File: src/rtl/fetch_queue_if.sv
// Fetch-stage bus bundle: the instruction-memory request/response pair,
// the decode valid/ready handshake with its PC tag, and the redirect input
// from execute. The master modport is the fetch queue itself; the slave
// modport is the surrounding environment (memory, decode, execute).
interface fetch_queue_if;
    logic [31:0] inst_addr;
    logic        inst_req;
    logic [31:0] instr;
    logic        dec_valid;
    logic [31:0] dec_instr;
    logic [31:0] dec_pc;
    logic        dec_ready;
    logic        redirect;
    logic [31:0] redirect_pc;

    modport master (
        output inst_addr,
        output inst_req,
        input  instr,
        output dec_valid,
        output dec_instr,
        output dec_pc,
        input  dec_ready,
        input  redirect,
        input  redirect_pc
    );

    modport slave (
        input  inst_addr,
        input  inst_req,
        output instr,
        input  dec_valid,
        input  dec_instr,
        input  dec_pc,
        output dec_ready,
        output redirect,
        output redirect_pc
    );
endinterface

File: src/rtl/fetch_queue.sv
// Instruction fetch stage. Owns the PC, issues one word fetch per cycle to a
// fixed one-cycle-latency instruction memory, and buffers returned words
// (tagged with their fetch PC) in a small FIFO that feeds decode.
// A redirect flushes the FIFO, discards any wrong-path response and restarts
// fetch at the new (word-aligned) PC after a single idle cycle.
module fetch_queue #(
    parameter int          DEPTH    = 4,
    parameter logic [31:0] RESET_PC = 32'h0000_0000
) (
    input  logic          clk,
    input  logic          reset,
    fetch_queue_if.master bus
);

    localparam int AW = $clog2(DEPTH);
    localparam int CW = AW + 1;

    localparam logic [AW-1:0] PTR_ONE = AW'(1);
    localparam logic [CW-1:0] CNT_ONE = CW'(1);
    localparam logic [CW:0]   ROOM_LIMIT = (CW + 1)'(DEPTH);

    typedef enum logic [1:0] {
        ST_BOOT  = 2'd0,
        ST_FETCH = 2'd1,
        ST_REDIR = 2'd2
    } state_t;

    // Architectural state
    state_t        state_r;
    logic [31:0]   pc_r;
    logic [31:0]   req_pc_r;
    logic          inflight_r;
    logic          drop_r;
    logic [CW-1:0] count_r;
    logic [AW-1:0] head_r;
    logic [AW-1:0] tail_r;
    logic [31:0]   instr_mem_r [DEPTH];
    logic [31:0]   pc_mem_r    [DEPTH];

    // Combinational control
    state_t        state_s;
    logic          issue_s;
    logic          push_s;
    logic          pop_s;
    logic          dec_valid_s;
    logic          room_s;
    logic [CW:0]   occupancy_s;
    logic [31:0]   redirect_pc_s;

    // The low two address bits of a redirect target are forced to zero so
    // every fetch stays word aligned.
    assign redirect_pc_s = bus.redirect_pc & 32'hFFFF_FFFC;

    // Handshake qualifiers and room check. Occupancy counts the response
    // already in flight and credits a pop happening this cycle, so the issue
    // rule never lets a push land on a full queue.
    always_comb begin
        dec_valid_s = (count_r != {CW{1'b0}}) && !bus.redirect;
        pop_s       = dec_valid_s && bus.dec_ready;
        push_s      = inflight_r && !drop_r && !bus.redirect;
        occupancy_s = {1'b0, count_r}
                    + {{CW{1'b0}}, inflight_r}
                    - {{CW{1'b0}}, pop_s};
        room_s      = (occupancy_s < ROOM_LIMIT);
    end

    // Next-state and issue decision; a redirect overrides every state.
    always_comb begin
        state_s = state_r;
        issue_s = 1'b0;
        case (state_r)
            ST_BOOT: begin
                state_s = ST_FETCH;
            end
            ST_FETCH: begin
                state_s = ST_FETCH;
                issue_s = !bus.redirect && room_s;
            end
            ST_REDIR: begin
                state_s = ST_FETCH;
            end
            default: begin
                state_s = ST_BOOT;
            end
        endcase
        if (bus.redirect) begin
            state_s = ST_REDIR;
        end else begin
            state_s = state_s;
        end
    end

    // State register.
    always_ff @(posedge clk) begin
        if (reset) begin
            state_r <= ST_BOOT;
        end else begin
            state_r <= state_s;
        end
    end

    // PC, in-flight tracking and the one-cycle wrong-path drop flag.
    always_ff @(posedge clk) begin
        if (reset) begin
            pc_r       <= RESET_PC;
            req_pc_r   <= RESET_PC;
            inflight_r <= 1'b0;
            drop_r     <= 1'b0;
        end else if (bus.redirect) begin
            pc_r       <= redirect_pc_s;
            inflight_r <= 1'b0;
            drop_r     <= inflight_r;
        end else if (issue_s) begin
            pc_r       <= pc_r + 32'd4;
            req_pc_r   <= pc_r;
            inflight_r <= 1'b1;
            drop_r     <= 1'b0;
        end else begin
            inflight_r <= 1'b0;
            drop_r     <= 1'b0;
        end
    end

    // Queue pointers and occupancy; a redirect empties the queue outright.
    always_ff @(posedge clk) begin
        if (reset || bus.redirect) begin
            head_r  <= {AW{1'b0}};
            tail_r  <= {AW{1'b0}};
            count_r <= {CW{1'b0}};
        end else begin
            if (push_s) begin
                tail_r <= tail_r + PTR_ONE;
            end else begin
                tail_r <= tail_r;
            end
            if (pop_s) begin
                head_r <= head_r + PTR_ONE;
            end else begin
                head_r <= head_r;
            end
            case ({push_s, pop_s})
                2'b10:   count_r <= count_r + CNT_ONE;
                2'b01:   count_r <= count_r - CNT_ONE;
                default: count_r <= count_r;
            endcase
        end
    end

    // Entry storage; cleared on reset so the head reads zero until the first
    // instruction arrives. Redirect leaves stale contents (masked by valid).
    always_ff @(posedge clk) begin
        if (reset) begin
            for (int i = 0; i < DEPTH; i++) begin
                instr_mem_r[i] <= 32'h0000_0000;
                pc_mem_r[i]    <= 32'h0000_0000;
            end
        end else if (push_s) begin
            instr_mem_r[tail_r] <= bus.instr;
            pc_mem_r[tail_r]    <= req_pc_r;
        end else begin
            instr_mem_r[tail_r] <= instr_mem_r[tail_r];
            pc_mem_r[tail_r]    <= pc_mem_r[tail_r];
        end
    end

    assign bus.inst_addr = pc_r;
    assign bus.inst_req  = issue_s;
    assign bus.dec_valid = dec_valid_s;
    assign bus.dec_instr = instr_mem_r[head_r];
    assign bus.dec_pc    = pc_mem_r[head_r];

endmodule

File: src/flat_wrapper.sv
// flat-port wrapper written by rule: the top's interface ports become plain ports
module fetch_queue_flat 
#(
    parameter int          DEPTH    = 4,
    parameter logic [31:0] RESET_PC = 32'h0000_0000
)
  (clk, reset, bus_inst_addr, bus_inst_req, bus_instr, bus_dec_valid, bus_dec_instr, bus_dec_pc, bus_dec_ready, bus_redirect, bus_redirect_pc);
  fetch_queue_if bus_i ();
  input  logic clk;
  input  logic reset;
  output wire logic [$bits(bus_i.inst_addr)-1:0] bus_inst_addr;
  output wire logic [$bits(bus_i.inst_req)-1:0] bus_inst_req;
  input wire logic [$bits(bus_i.instr)-1:0] bus_instr;
  output wire logic [$bits(bus_i.dec_valid)-1:0] bus_dec_valid;
  output wire logic [$bits(bus_i.dec_instr)-1:0] bus_dec_instr;
  output wire logic [$bits(bus_i.dec_pc)-1:0] bus_dec_pc;
  input wire logic [$bits(bus_i.dec_ready)-1:0] bus_dec_ready;
  input wire logic [$bits(bus_i.redirect)-1:0] bus_redirect;
  input wire logic [$bits(bus_i.redirect_pc)-1:0] bus_redirect_pc;
  assign bus_inst_addr = bus_i.inst_addr;
  assign bus_inst_req = bus_i.inst_req;
  assign bus_i.instr = bus_instr;
  assign bus_dec_valid = bus_i.dec_valid;
  assign bus_dec_instr = bus_i.dec_instr;
  assign bus_dec_pc = bus_i.dec_pc;
  assign bus_i.dec_ready = bus_dec_ready;
  assign bus_i.redirect = bus_redirect;
  assign bus_i.redirect_pc = bus_redirect_pc;
  fetch_queue #(.DEPTH(DEPTH), .RESET_PC(RESET_PC)) u_core (.clk(clk), .reset(reset), .bus(bus_i));
endmodule
File: config.mk
export PLATFORM = sky130hd
export DESIGN_NAME = fetch_queue_flat
export DESIGN_NICKNAME = d
export VERILOG_FILES = /design/src/rtl/fetch_queue_if.sv /design/src/rtl/fetch_queue.sv /design/src/flat_wrapper.sv
export SDC_FILE = /design/constraint.sdc
export NUM_CORES = 1
export LEC_CHECK = 0
export BUFFER_PORTS_ARGS = -buffer_cell sky130_fd_sc_hd__clkbuf_2
export CORE_MARGIN = 2
export CORE_UTILIZATION = 45
export CTS_BUF_LIST = sky130_fd_sc_hd__clkbuf_8
export DETAILED_ROUTE_END_ITERATION = 16
export SYNTH_ARGS = -nofsm -noshare
export SYNTH_HDL_FRONTEND = slang
export SYNTH_SLANG_ARGS = --single-unit
File: constraint.sdc
create_clock -name clk -period 13 [get_ports clk]
set_clock_uncertainty 0.2 [all_clocks]
set_input_delay 0.65 -clock clk [delete_from_list [all_inputs] [get_ports clk]]
set_output_delay 0.65 -clock clk [all_outputs]
set_load 0.03 [all_outputs]
==> results.yml <==
final_layout:
  fillCellCount: 2722
  final_cell_area_um2: 15900
  final_layout_size_suffix_gt1_share_pct: 25.2
  area_delta_synth_final_pct: 15.2
  fin_nets: 1315
  diodes: 0
  final_core_util_pct: 52.3
  finalNonFillerCells: 1682
place:
  placed_cells: 1582
  dp_hpwl_mm: 17.8
  routabilityCongestion: 0.763
  placed_area_um2: 15000
  port_buffers: 159
critical_path:
  path_cells: "nor3_1 -> nor3b_1 -> ha_1 -> inv_1 -> ha_1 -> and3b_4 -> or4_4 -> a211o_1 -> buf_4 -> inv_1 -> buf_4 -> clkbuf_2"
  cpPeakStageDelay_ns: 0.69
  cp-start-kind: "flop"
  r2r_cells: 13
  cp_slowest_cell: "or4_4"
  r2r-start: "u_core.count_r[2]"
  rrSetupSlack_ns: 8.92
  crit_buf_inv: 5
  critPathTopFamily: "simple AND/OR/NAND/NOR gates"
  critPathKind: "flop to primary output"
  worstReg2RegEnd: "u_core.req_pc_r[24]"
  worstPathRequired_ns: 12.15
  end_kind: "primary output"
  critical_path_arrival_ns: 4.41
  crit_path_max_fanout: 32
power:
  p_total_mw: 2.07
  worst_ir_drop_vdd_mv: 0.0638
  cellPowerDensity_nw_per_um2: 130
  cellLeakagePower_nw: 6.23
min_path:
  hold_path_startpoint: "bus_redirect_pc[22]"
  hold_class: "input pin to flop"
  min_to: "u_core.bus.inst_addr[22]"
  whs_path_depth: 3
die:
  num_rows: 64
  ios: 166
  core_area_um2: 30400
  die_y_um: 179
  fp.dieArea_um2: 32100
  start_util_pct: 45.4
  dieWidth_um: 179
status:
  status: "finished clean"
clock_network:
  clock-sinks: 321
  post_cts_resize_count: 0
  cts_buffers: 53
  clk_latency_ns: 0.57
  cts_tree: "done"
  cts_buffer_depth: 3
  cts_max_level: 2
  clk_pin_slew_ns: 0.06
  cts_root_buf: "clkbuf_8"
  hold_buffers: 0
  post_cts_buffers: 0
timing:
  rsz0062_at_grt: "no"
  setup_viol: 0
  tightest_slew_ns: 1.07
  fin_crit_sh_pct: 40.4
  setup_tns_ns: 0
  drv_slew: 0
  max_slew_margin_pct: 28.5
  max_freq_mhz: 190
  final_hold_viol_count: 0
  period_minus_slack_ns: 5.26
synthesis:
  synth-seq-cells: 321
  synth_area_leaders: "edfxtp_1 54%, dfxtp_1 11%, mux4_2 10%, nor2_1 4.8%, nand2_1 3.8%"
  synth_top_cell_by_area: "edfxtp_1"
  synth_top_area_share_pct: 53.9
  ys_types: 54
  synth-edff-count: 248
  ys.flop_type: "edfxtp_1"
  avgSynthCellArea_um2: 12.8
  syn_area_um2: 13800
  async_flop_share_pct: 0
  synth_warnings: 0
  synthesis.instances: 1082
  synth-seq-area-share_pct: 64.5
global_route:
  grt_pass1_vias: 9042
  grt.total_usage_pct: 20.6
  grt_overflow: 0
  grt_max_degree: 67
  grt_pass1_wl_mm: 49.9
  antenna_found_initial: 0
drt:
  drt_iter0_drc: 557
  vias_per_cell: 5.22
  num_vias: 8785
  dr.pass1.iters: 8
  drc: 0
  drt-total-wl_mm: 32.1
  ant_nets: 0
  wl_per_cell_um: 19.1
flow_run:
  drv_cap: 0
[layout by cell type (no fill, tap or decap), types with 2 or more instances in the layout]
cell type / synthesis / final
nand2_1: 140 / 140
edfxtp_1: 248 / 248
a211oi_1: 28 / 28
clkbuf_8: 0 / 56
mux2i_1: 2 / 2
ha_1: 5 / 5
nor2_1: 178 / 177
and4_1: 5 / 5
nor3_1: 5 / 4
conb_1: 1 / 4
a2111oi_2: 11 / 11
inv_1: 75 / 97
clkinvlp_4: 0 / 2
a21oi_1: 43 / 43
nand4_1: 8 / 8
clkinv_2: 0 / 4
clkbuf_2: 1 / 159
a211o_1: 2 / 2
nand3_1: 12 / 12
or2_2: 3 / 2
and3_1: 3 / 3
buf_4: 4 / 13
xor2_1: 3 / 3
o21ai_0: 3 / 3
xnor2_1: 27 / 27
dfxtp_4: 0 / 2
dfxtp_1: 73 / 71
and4b_1: 2 / 2
and2_1: 44 / 44
nand2b_1: 4 / 2
mux4_2: 62 / 62
clkinv_1: 1 / 16
[per-layer routing]
layer	part of all wire [%]	track usage, %	vias up
li1	-	-	4169
met5	0	0	-
met3	6.6	3.75	51
met4	2.0	6.05	0
met2	47	33.7	309
met1	44	28.1	4256
[registers in the layout (all words and copies together), names as in the netlist, named ones only]
register / flops
u_core.bus.inst_addr: 30
u_core.count_r: 3
u_core.drop_r: 1
u_core.head_r: 2
u_core.inflight_r: 1
u_core.instr_mem_r: 128
u_core.pc_mem_r: 120
u_core.req_pc_r: 30
u_core.state_r: 2
u_core.tail_r: 2
[worst max path at each step]
stage                      startpoint                  endpoint  slack (ns)  depth (start not counted)
detailed placement       bus_redirect              bus_inst_req        7.89                         12
floorplan                bus_redirect  u_core.instr_mem_r[0][0]        8.02                          4
finish              u_core.count_r[2]              bus_inst_req        7.74                         12
CTS                 u_core.count_r[2]              bus_inst_req        7.71                         12
global placement         bus_redirect              bus_inst_req        7.92                         12
global route        u_core.count_r[2]              bus_inst_req        7.48                         12
[cells by family after synthesis]
| kind of cell | share of synthesized area [%] |
|---|---|
| multiplexers | 10.3 |
| other | 0.0271 |
| XOR/XNOR | 1.90 |
| flip-flops | 64.5 |
| buffers and inverters | 4.27 |
| AO/OA/AOI/OAI | 5.35 |
| adder cells (fa/ha/maj) | 0.598 |
| AND/OR/NAND/NOR | 13.0 |
[power breakdown]
| part | total [mW] | internal [mW] | switching, mW | leakage [nW] |
|---|---|---|---|---|
| registers | 1.16 | 1.14 | 0.0214 | 3.16 |
| clock network | 0.794 | 0.399 | 0.395 | 0.565 |
| logic | 0.121 | 0.0380 | 0.0833 | 2.50 |
| total | 2.07 | 1.57 | 0.500 | 6.23 |
[worst reg2reg max path: stages, from the launching register on]
cell     delay [ns]
dfxtp_1        0.39
nor3_1         0.10
nor3b_1        0.58
ha_1           0.25
inv_1          0.04
ha_1           0.26
and3b_4        0.18
or4_4          0.69
a211o_1        0.34
buf_4          0.26
inv_1          0.11
buf_4          0.34
nand2_1        0.13
a21oi_1        0.13
[cells in the mapped netlist (all sizes together), types with 2 or more instances]
| master | count |
|---|---|
| edfxtp | 248 |
| o21ai | 4 |
| or4 | 2 |
| a21oi | 43 |
| and3b | 2 |
| mux2i | 2 |
| a211o | 2 |
| inv | 75 |
| and3 | 3 |
| buf | 19 |
| and4 | 5 |
| o21bai | 2 |
| clkbuf | 52 |
| ha | 5 |
| xnor2 | 27 |
| dfxtp | 73 |
| a211oi | 28 |
| nand2b | 4 |
| mux4 | 62 |
| xor2 | 3 |
| and2 | 44 |
| nand3 | 12 |
| nor3 | 5 |
| nand4 | 8 |
| a2111oi | 13 |
| nand2 | 140 |
| or2 | 4 |
| nor2 | 178 |
| and4b | 2 |
[final cells by class]
type	count	area (um^2)	area share, %
Clock inverter	44	185	1.16
Sequential cell	321	8920	56.0
Timing Repair Buffer	172	893	5.61
Tap cell	396	495	3.11
Clock buffer	56	771	4.84
Multi-Input combinational cell	617	4380	27.5
Inverter	76	285	1.79
[through the flow]
stage | setup WS (ns) | hold slack, ns
2_1_floorplan | 8.02 | 0.237
3_3_place_gp | 7.92 | 0.245
3_5_place_dp | 7.89 | 0.248
4_1_cts | 7.71 | 0.0910
5_1_grt | 7.48 | 0.109
6_report | 7.74 | 0.119
No activity file was read; power rests on OpenSTA's default activity.
